[config.mk]
export PLATFORM = sky130hd
export DESIGN_NAME = switch_allocator
export DESIGN_NICKNAME = d
export VERILOG_FILES = /design/src/rtl/router_pkg.sv /design/src/rtl/rr_arbiter.sv /design/src/rtl/switch_allocator.sv
export SDC_FILE = /design/constraint.sdc
export NUM_CORES = 1
export LEC_CHECK = 0
export CORE_ASPECT_RATIO = 0.6
export CORE_MARGIN = 10
export CORE_UTILIZATION = 25
export CTS_CLUSTER_DIAMETER = 100
export DETAILED_ROUTE_END_ITERATION = 6
export PLACE_DENSITY = 0.38
export SETUP_SLACK_MARGIN = 0.1
export SLEW_MARGIN = 20
export SYNTH_ARGS = -nofsm -noshare
export SYNTH_HDL_FRONTEND = slang
export SYNTH_SLANG_ARGS = --single-unit
[constraint.sdc]
create_clock -name clk -period 10.05 [get_ports clk]
set_input_delay 2.01 -clock clk [delete_from_list [all_inputs] [get_ports clk]]
set_output_delay 2.01 -clock clk [all_outputs]
set_load 0.02 [all_outputs]
[src/rtl/router_pkg.sv]
// Shared router types and constants for the switch allocator slice.
package router_pkg;

    localparam int NUM_OF_PORTS      = 5;
    localparam int NUM_OF_PORTS_BITS = $clog2(NUM_OF_PORTS) + 1;

    // Route / crossbar select. An MSB of 1 marks an invalid route or an idle output.
    typedef logic [NUM_OF_PORTS_BITS-1:0] ROUTE_t;

    localparam ROUTE_t ROUTE_INVALID = {1'b1, {(NUM_OF_PORTS_BITS-1){1'b0}}};

    typedef enum logic {
        FREE   = 1'b0,
        LOCKED = 1'b1
    } ALLOC_STATE_t;

    // A route names a real output only if its MSB is clear and it is in range.
    function automatic logic route_ok(ROUTE_t r);
        return !r[NUM_OF_PORTS_BITS-1] && (r < ROUTE_t'(NUM_OF_PORTS));
    endfunction

endpackage

[src/rtl/rr_arbiter.sv]
// Combinational round-robin arbiter: grants the first requester at or after ptr+1.
module rr_arbiter #(
    parameter int N  = 5,
    parameter int IW = (N > 1) ? $clog2(N) : 1
) (
    input  logic [N-1:0]  req,
    input  logic [IW-1:0] ptr,
    output logic [N-1:0]  gnt,
    output logic [IW-1:0] gnt_idx,
    output logic          gnt_valid
);

    int idx;

    // Scan N positions starting just after the last winner, wrapping modulo N.
    always_comb begin
        gnt       = '0;
        gnt_idx   = '0;
        gnt_valid = 1'b0;
        idx       = 0;
        for (int k = 1; k <= N; k++) begin
            idx = (int'(ptr) + k) % N;
            if (!gnt_valid && req[idx]) begin
                gnt_valid = 1'b1;
                gnt_idx   = IW'(idx);
                gnt[idx]  = 1'b1;
            end
        end
    end

endmodule

[src/rtl/switch_allocator.sv]
// Per-output switch allocator. Each output locks to one input from head to tail
// and hands over round-robin without a bubble when the owner's tail goes through.
//
// state  | meaning
// FREE   | output idle, arbitrates any candidate each cycle
// LOCKED | output owned by owner_q until owner forwards a valid tail
module switch_allocator
    import router_pkg::*;
(
    input  logic                                             clk,
    input  logic                                             reset,
    input  logic [NUM_OF_PORTS-1:0]                          i_req,
    input  logic [NUM_OF_PORTS-1:0][NUM_OF_PORTS_BITS-1:0]   i_route,
    input  logic [NUM_OF_PORTS-1:0]                          i_flit_valid,
    input  logic [NUM_OF_PORTS-1:0]                          i_tail,
    output logic [NUM_OF_PORTS-1:0]                          o_ack,
    output logic [NUM_OF_PORTS-1:0][NUM_OF_PORTS_BITS-1:0]   o_xbar_sel,
    output logic [NUM_OF_PORTS-1:0]                          o_out_busy
);

    localparam int N     = NUM_OF_PORTS;
    localparam int PTR_W = $clog2(N);

    ALLOC_STATE_t       state_q [N];
    ALLOC_STATE_t       state_d [N];
    ROUTE_t             owner_q [N];
    ROUTE_t             owner_d [N];
    logic [PTR_W-1:0]   ptr_q   [N];
    logic [PTR_W-1:0]   ptr_d   [N];

    logic [N-1:0]       ack_q, ack_d;
    logic [N-1:0]       busy_q, busy_d;
    ROUTE_t [N-1:0]     xbar_sel_q, xbar_sel_d;

    logic [N-1:0]       cand [N];
    logic [N-1:0]       arb_gnt [N];
    logic [PTR_W-1:0]   arb_idx [N];
    logic [N-1:0]       arb_valid;
    logic [N-1:0]       release_tail;

    logic [N-1:0]       own_hit [N];
    logic [N-1:0]       sel_hit [N];

    // Candidates per output: requesting, routed here, and not already owning an output.
    // The ~ack term is what keeps a releasing owner out of its own handover.
    always_comb begin
        for (int j = 0; j < N; j++) begin
            cand[j] = '0;
            for (int i = 0; i < N; i++) begin
                cand[j][i] = i_req[i] & route_ok(i_route[i]) &
                             (i_route[i] == ROUTE_t'(j)) & ~ack_q[i];
            end
        end
    end

    for (genvar j = 0; j < N; j++) begin : g_arb
        rr_arbiter #(
            .N  (N),
            .IW (PTR_W)
        ) u_rr_arbiter (
            .req       (cand[j]),
            .ptr       (ptr_q[j]),
            .gnt       (arb_gnt[j]),
            .gnt_idx   (arb_idx[j]),
            .gnt_valid (arb_valid[j])
        );
    end

    // Next state per output, then outputs derived from next state so they are registered.
    always_comb begin
        release_tail = '0;
        ack_d        = '0;
        busy_d       = '0;
        xbar_sel_d   = '0;
        for (int j = 0; j < N; j++) begin
            state_d[j] = state_q[j];
            owner_d[j] = owner_q[j];
            ptr_d[j]   = ptr_q[j];
            for (int i = 0; i < N; i++) begin
                if (state_q[j] == LOCKED && owner_q[j] == ROUTE_t'(i)) begin
                    release_tail[j] = i_flit_valid[i] & i_tail[i];
                end
            end
            if (state_q[j] == FREE || release_tail[j]) begin
                if (arb_valid[j]) begin
                    state_d[j] = LOCKED;
                    owner_d[j] = ROUTE_t'(arb_idx[j]);
                    ptr_d[j]   = arb_idx[j];
                end else begin
                    state_d[j] = FREE;
                    owner_d[j] = ROUTE_INVALID;
                end
            end
        end
        for (int j = 0; j < N; j++) begin
            busy_d[j]     = (state_d[j] == LOCKED);
            xbar_sel_d[j] = busy_d[j] ? owner_d[j] : ROUTE_INVALID;
            for (int i = 0; i < N; i++) begin
                if (busy_d[j] && owner_d[j] == ROUTE_t'(i)) begin
                    ack_d[i] = 1'b1;
                end
            end
        end
    end

    // State, pointer and output registers; pointers restart so input 0 wins first.
    always_ff @(posedge clk) begin
        if (reset) begin
            for (int j = 0; j < N; j++) begin
                state_q[j] <= FREE;
                owner_q[j] <= ROUTE_INVALID;
                ptr_q[j]   <= PTR_W'(N - 1);
            end
            ack_q      <= '0;
            busy_q     <= '0;
            xbar_sel_q <= {N{ROUTE_INVALID}};
        end else begin
            for (int j = 0; j < N; j++) begin
                state_q[j] <= state_d[j];
                owner_q[j] <= owner_d[j];
                ptr_q[j]   <= ptr_d[j];
            end
            ack_q      <= ack_d;
            busy_q     <= busy_d;
            xbar_sel_q <= xbar_sel_d;
        end
    end

    assign o_ack      = ack_q;
    assign o_out_busy = busy_q;
    assign o_xbar_sel = xbar_sel_q;

    // Ownership matrices (input x output) used by the invariants below.
    always_comb begin
        for (int i = 0; i < N; i++) begin
            own_hit[i] = '0;
            sel_hit[i] = '0;
            for (int j = 0; j < N; j++) begin
                own_hit[i][j] = (state_q[j] == LOCKED) && (owner_q[j] == ROUTE_t'(i));
                sel_hit[i][j] = (xbar_sel_q[j] == ROUTE_t'(i));
            end
        end
    end

    for (genvar j = 0; j < N; j++) begin : g_chk_out
        a_owner_valid : assert property (@(posedge clk) disable iff (reset)
            (state_q[j] == LOCKED) |-> !owner_q[j][NUM_OF_PORTS_BITS-1]);
        a_gnt_onehot : assert property (@(posedge clk) disable iff (reset)
            arb_valid[j] == $onehot(arb_gnt[j]));
    end

    for (genvar i = 0; i < N; i++) begin : g_chk_in
        a_single_owner : assert property (@(posedge clk) disable iff (reset)
            $countones(own_hit[i]) <= 1);
        a_sel_onehot : assert property (@(posedge clk) disable iff (reset)
            $countones(sel_hit[i]) <= 1);
    end

endmodule

==> results.yml, run 1 <==
logic_synthesis:
  synthTopCellsByCount: "125 x nand2_1, 122 x nor2_1, 117 x ha_1"
  synth_edf_count: 0
  synth.most_common_cell: "nand2_1"
  synth_top_area_share_pct: 12.0
  ys_seq_area_share_pct: 10.7
  yosys-top-cells-area: "ha_1 12%, dfxtp_1 11%, a21oi_1 4.4%"
  synthArstFlopShare_pct: 0
  yosysUniqueCellTypes: 109
  synth_flop_cell: "dfxtp_1"
  syn-num-nets: 1793
  syn_area_mm2: 0.0122
  synth_warnings: 0
  synth_top_area_cell: "ha_1"
  avgSynthCellArea_um2: 7.44
  syn_inst: 1638
  ys_ff_latch: 65
critical_path:
  crit_fanout: 44
  cpMaxStageDelayCell: "a2111oi_0"
  crit_type: "reg2reg"
  crit_path_start_kind: "register"
  required_ns: 10.32
  cpPeakStageDelay_ns: 0.90
  arrival_ns: 7.02
  worst_path_most_repeated_cell: "ha_1"
  worstPathCellList: "buf_4 > inv_1 > ha_1 > buf_4 > clkinv_1 > ha_1 > inv_1 > ha_1 > and4b_1 > a2111oi_0 > or4_1 > o311ai_2 > o21ai_1 > and3_1 > nand3_1 > o31a_1 > a21oi_1 > a21oi_1 > or4b_1 > a41oi_2"
  end_kind: "register"
  r2r_cells: 20
clock_tree:
  cts_tree: "done"
  numCtsBuffers: 9
  cts_setup_buffers: 0
  clock_path_buffers: 2
  clkTransAtPathRegs_ns: 0.06
  ctsHoldBuffers: 0
  htree_levels: 3
  cts_resized: 0
  clock_sinks: 65
  insertion_delay_ns: 0.35
  cts_root_buf: "clkbuf_16"
timing:
  worst_pin_slew_ns: 1.03
  hold_slack_ns: 0.460
  fmax_mhz: 148
  finalCriticalPeriod_ns: 6.75
  rsz0062_at_grt: "no"
  final.setup.worst_slack_ns: 3.30
  fin_skew_ns: 0.0128
  finalHoldViolCount: 0
  fin_crit_sh_pct: 67.2
  fin_setup_tns_ns: 0
  slew_viol_final: 0
  setup_viol: 0
  slew_headroom_pct: 29.8
global_route:
  grt_pass1_wl_um: 72500
  antenna_found_initial: 0
  grt_max_degree: 66
  grt-ovfl-total: 0
  track_usage_pct: 15.5
  grt_pass1_vias: 11600
die:
  ioPinCount: 67
  start_util_pct: 25.4
  row_count: 62
  die_w_um: 305
  chipHeight_um: 191
  fp.coreArea_mm2: 0.0480
  die_area_mm2: 0.0583
drt:
  firstDrtPassIters: 6
  vias: 13000
  ant_nets: 0
  wl_per_cell_um: 20.4
  drc: 0
  viasPerCell: 5.61
  wirelength_um: 47100
  initialDrtViolationCount: 1389
hold_path:
  min_path_cells: 2
  hold_path.class: "reg2reg"
placement:
  place_ws_ns: 3.35
  gp_congestion: 0.867
  port_buffers: 66
  place_hpwl_um: 38100
pwr:
  p_leak_nw: 5.20
  powerDensity_mw_per_mm2: 326
  power_mw: 4.52
  vdd_drop_max_mv: 0.114
job:
  max_cap_violations: 0
final_layout:
  nets: 1818
  fin_util_pct: 28.8
  area_growth_pct: 13.7
  diodes: 0
  drive_above_1_share_pct: 7.91
run_status:
  outcome: "completed"
-- worst paths after layout --
path	slack, ns	start	to
hold / removal	0.46	ptr_q[0][6]$_SDFFE_PP0P_	ptr_q[0][6]$_SDFFE_PP0P_
setup / recovery	3.30	ptr_q[0][9]$_SDFFE_PP0P_	o_ack[3]$_SDFF_PP0_
setup reg to reg	3.30	ptr_q[0][9]$_SDFFE_PP0P_	o_ack[3]$_SDFF_PP0_
hold reg to reg	0.46	ptr_q[0][6]$_SDFFE_PP0P_	ptr_q[0][6]$_SDFFE_PP0P_
-- layout by cell type, fill, tap and decap left out, types with 10 or more instances in the layout --
cell type | netlist | routed
mux2i_1 | 43 | 43
dfxtp_1 | 65 | 65
o31ai_1 | 27 | 27
a21oi_1 | 108 | 108
nor3_1 | 55 | 55
nand4_1 | 14 | 14
a21o_1 | 19 | 19
o22ai_1 | 12 | 12
o21a_1 | 28 | 28
or2_2 | 15 | 15
nand3_1 | 54 | 54
mux4_2 | 17 | 17
ha_1 | 117 | 117
nor2_1 | 122 | 122
a22oi_1 | 16 | 16
a211o_1 | 14 | 14
a311oi_1 | 10 | 10
nor4_1 | 15 | 15
xnor2_1 | 32 | 32
a211oi_1 | 25 | 25
nor2b_1 | 30 | 30
buf_4 | 1 | 23
o211a_1 | 14 | 14
nand2b_1 | 43 | 43
o21ai_0 | 61 | 61
inv_1 | 77 | 77
and2_1 | 25 | 25
o2111ai_1 | 12 | 12
o31a_1 | 10 | 10
a31oi_1 | 22 | 22
or3_1 | 18 | 18
nor3b_1 | 17 | 17
clkdlybuf4s50_1 | 0 | 65
o211ai_1 | 31 | 31
and3_1 | 20 | 20
nand2_1 | 125 | 125
-- final cells by class --
| class | instances | area, µm² |
|---|---|---|
| Multi-Input combinational cell | 1408 | 10300 |
| Inverter | 90 | 338 |
| Fill cell | 5146 | 34200 |
| Timing Repair Buffer | 89 | 828 |
| Clock inverter | 6 | 88.8 |
| Tap cell | 640 | 801 |
| Clock buffer | 10 | 239 |
| Sequential cell | 65 | 1300 |
-- state kept, by name, summed over array words and instances (netlist names) --
| signal | cells |
|---|---|
| owner_q | 20 |
| o_out_busy | 5 |
| o_xbar_sel | 20 |
| o_ack | 5 |
| ptr_q | 15 |
-- per-layer routing --
metal | GRT usage, % | part of all wire, %
met1 | 25.5 | 56
met5 | 0 | 0
met3 | 2.47 | 5.7
met4 | 2.31 | 1.1
met2 | 20.1 | 37
-- critical path, delay by kind of cell (launching register included) --
kind	cells	cell delay, ns
AO/OA/AOI/OAI	7	2.29
adder cells (fa/ha/maj)	3	0.93
buffers and inverters	5	1.66
flip-flops	1	0.31
AND/OR/NAND/NOR	5	1.47
-- metrics by stage --
step                cells  instance area, µm²
floorplan            1638               12200
global route         2308               13900
finish               2308               13900
CTS                  2308               13900
global placement     2292               13500
detailed placement   2292               13500
-- power by group --
group,switching (mW),internal (mW)
Combinational,2.33,1.41
Clock,0.130,0.224
Sequential,0.0814,0.337
-- logic make-up (layout without fill, tap and decap cells) --
logic type,count (synthesis),in the layout,share of synthesized area (%)
adders and majority gates,118,118,12.2
buffers and inverters,165,195,5.29
AOI/OAI and AO/OA,543,543,32.6
DFF,65,65,10.7
muxes,70,70,7.60
and+or+nand+nor,634,634,28.4
xor gates and xnor gates,43,43,3.34
(Power assumes the default switching activity.)
==> run 2, diff against run 1 <==
--- a/config.mk
+++ b/config.mk
@@ -10,7 +10,7 @@
 export CORE_UTILIZATION = 25
 export CTS_CLUSTER_DIAMETER = 100
 export DETAILED_ROUTE_END_ITERATION = 6
-export PLACE_DENSITY = 0.38
+export PLACE_DENSITY = 0.39
 export SETUP_SLACK_MARGIN = 0.1
 export SLEW_MARGIN = 20
 export SYNTH_ARGS = -nofsm -noshare
==> constraint.sdc (replaced) <==
create_clock -name clk -period 5.8 [get_ports clk]
set_input_delay 1.16 -clock clk [delete_from_list [all_inputs] [get_ports clk]]
set_output_delay 1.16 -clock clk [all_outputs]
set_load 0.02 [all_outputs]
==> run 2 against run 1 <==
Net effect: sequential cell count did not move; cell area increased by 4.1%; global-route usage increased by 0.64 points; clock power is 49% higher; utilization grew 1.2 points; sequential power is 80% higher; clock-buffer cell count rose by 1; clock skew fell by 0.0037 ns; first-iteration DRC count down 11%; sequential share of layout area is 0.36 points lower; non-clock buffer count rose by 79.
==> results.yml, run 2 (synthesis results as in run 1) <==
global_route:
  grt_pass1_wl_um: 75100
  grt_pass1_vias: 12300
  track_usage_pct: 16.1
  antenna_found_initial: 3
  grt-ovfl-total: 0
  grt_max_degree: 37
die:
  fp.coreArea_mm2: 0.0480
  ioPinCount: 67
  row_count: 62
  chipHeight_um: 191
  die_w_um: 305
  start_util_pct: 25.4
  die_area_mm2: 0.0583
drt:
  firstDrtPassIters: 5
  viasPerCell: 5.60
  wirelength_um: 49000
  drc: 0
  vias: 13400
  wl_per_cell_um: 20.5
  ant_nets: 0
  initialDrtViolationCount: 1243
critical_path:
  r2r_cells: 20
  arrival_ns: 5.53
  crit_fanout: 9
  crit_path_start_kind: "register"
  crit_type: "reg2reg"
  startpoint: "ptr_q[0][4]$_SDFFE_PP0P_"
  required_ns: 6.02
  end_kind: "register"
  r2r_slack_ns: 0.50
  timing.rr.end: "o_ack[0]$_SDFF_PP0_"
  worstReg2RegStart: "ptr_q[0][4]$_SDFFE_PP0P_"
final_layout:
  multi_input_area_mm2: 0.0103
  drive_above_1_share_pct: 12.5
  stdcell_area_mm2: 0.0144
  mostFrequentLayoutCells: "125 x nand2_1, 122 x nor2_1, 117 x ha_1"
  final_cells: 2387
  area_growth_pct: 18.4
  fin_util_pct: 30.0
  diodes: 0
  final_common_cell: "nand2_1"
  regArea_mm2: 0.00130
  fillers: 5188
  nets: 1897
pwr:
  power_mw: 8.19
  powerDensity_mw_per_mm2: 568
  p_int_mw: 3.63
  p_comb_share_pct: 84.3
  p_switching_mw: 4.56
  clock_power_share_pct: 6.5
  p_seq_share_pct: 9.2
  p_leak_nw: 5.58
  netSwitchingFraction_pct: 55.7
  vdd_drop_max_mv: 0.180
timing:
  worst_pin_slew_ns: 0.793
  final.setup.worst_slack_ns: 0.496
  setup_viol: 0
  rsz0062_at_grt: "no"
  hold_slack_ns: 0.546
  slew_viol_final: 0
  fin_skew_ns: 0.00909
  finalCriticalPeriod_ns: 5.30
  fin_crit_sh_pct: 91.5
  fin_setup_tns_ns: 0
  slew_headroom_pct: 46.8
  finalHoldViolCount: 0
  fmax_mhz: 189
clock_tree:
  clock_path_buffers: 2
  clock_sinks: 65
  ctsHoldBuffers: 0
  cts_tree: "done"
  clkTransAtPathRegs_ns: 0.06
  numCtsBuffers: 9
  cts_root_buf: "clkbuf_16"
  insertion_delay_ns: 0.35
  htree_levels: 3
placement:
  place_area_mm2: 0.0141
  gp_congestion: 0.892
  dp.cells: 2369
  place_ws_ns: 0.263
  place_hpwl_um: 39700
  port_buffers: 66
run_status:
  outcome: "completed"
hold_path:
  worstHoldStart: "ptr_q[0][1]$_SDFFE_PP0P_"
  min_path_cells: 2
  hold_path_end: "ptr_q[0][1]$_SDFFE_PP0P_"
  hold_path.class: "reg2reg"
job:
  max_cap_violations: 0
[run 2: how the worst max path moves through the flow]
stage | end | cells after the start
6_report | o_ack[0]$_SDFF_PP0_ | 20
5_1_grt | o_ack[2]$_SDFF_PP0_ | 20
4_1_cts | o_ack[0]$_SDFF_PP0_ | 18
3_5_place_dp | o_ack[0]$_SDFF_PP0_ | 18
3_3_place_gp | o_ack[0]$_SDFF_PP0_ | 18
2_1_floorplan | o_ack[2]$_SDFF_PP0_ | 25
[run 2: power groups by stage]
stage               Combinational (mW)  Clock [mW]  Sequential [mW]
floorplan                         4.70           0            0.755
global placement                  6.75           0            0.766
detailed placement                6.73           0            0.760
CTS                               6.77       0.550            0.752
global route                      7.63       0.569            0.774
finish                            6.91       0.529            0.754
[run 2: layout make-up]
class	count	area share (%)
flip-flops and latches	65	9.03
inverters	90	2.34
clock buffers	11	1.68
clock inverters	5	0.217
well taps	640	5.55
repair buffers	168	9.85
multi-input cells	1408	71.3
[run 2: critical path: stages, from the launching register on]
cell,delay [ns]
dfxtp_1,0.35
buf_4,0.20
ha_1,0.21
xor2_1,0.16
ha_1,0.28
or3b_2,0.46
a41oi_1,0.36
xnor2_1,0.26
ha_1,0.30
nor2b_1,0.15
or3_1,0.32
o311a_1,0.23
nand2b_1,0.22
o31ai_1,0.23
mux2i_1,0.20
nor3_1,0.18
a41o_1,0.19
o22a_1,0.27
and3b_1,0.23
a211oi_1,0.28
a31oi_1,0.11
[run 2: what timing repair did]
item,CTS,global route
resized for setup,0,11
setup buffers,0,2
endpoints found under the setup margin,0,6
[run 2: routing by layer]
layer	wire (µm)	global-route usage, %	up-vias
li1	-	-	6499
met1	26800	25.9	6379
met2	18200	21.1	457
met3	3400	3.10	32
met4	671	2.88	2
met5	10	0	-
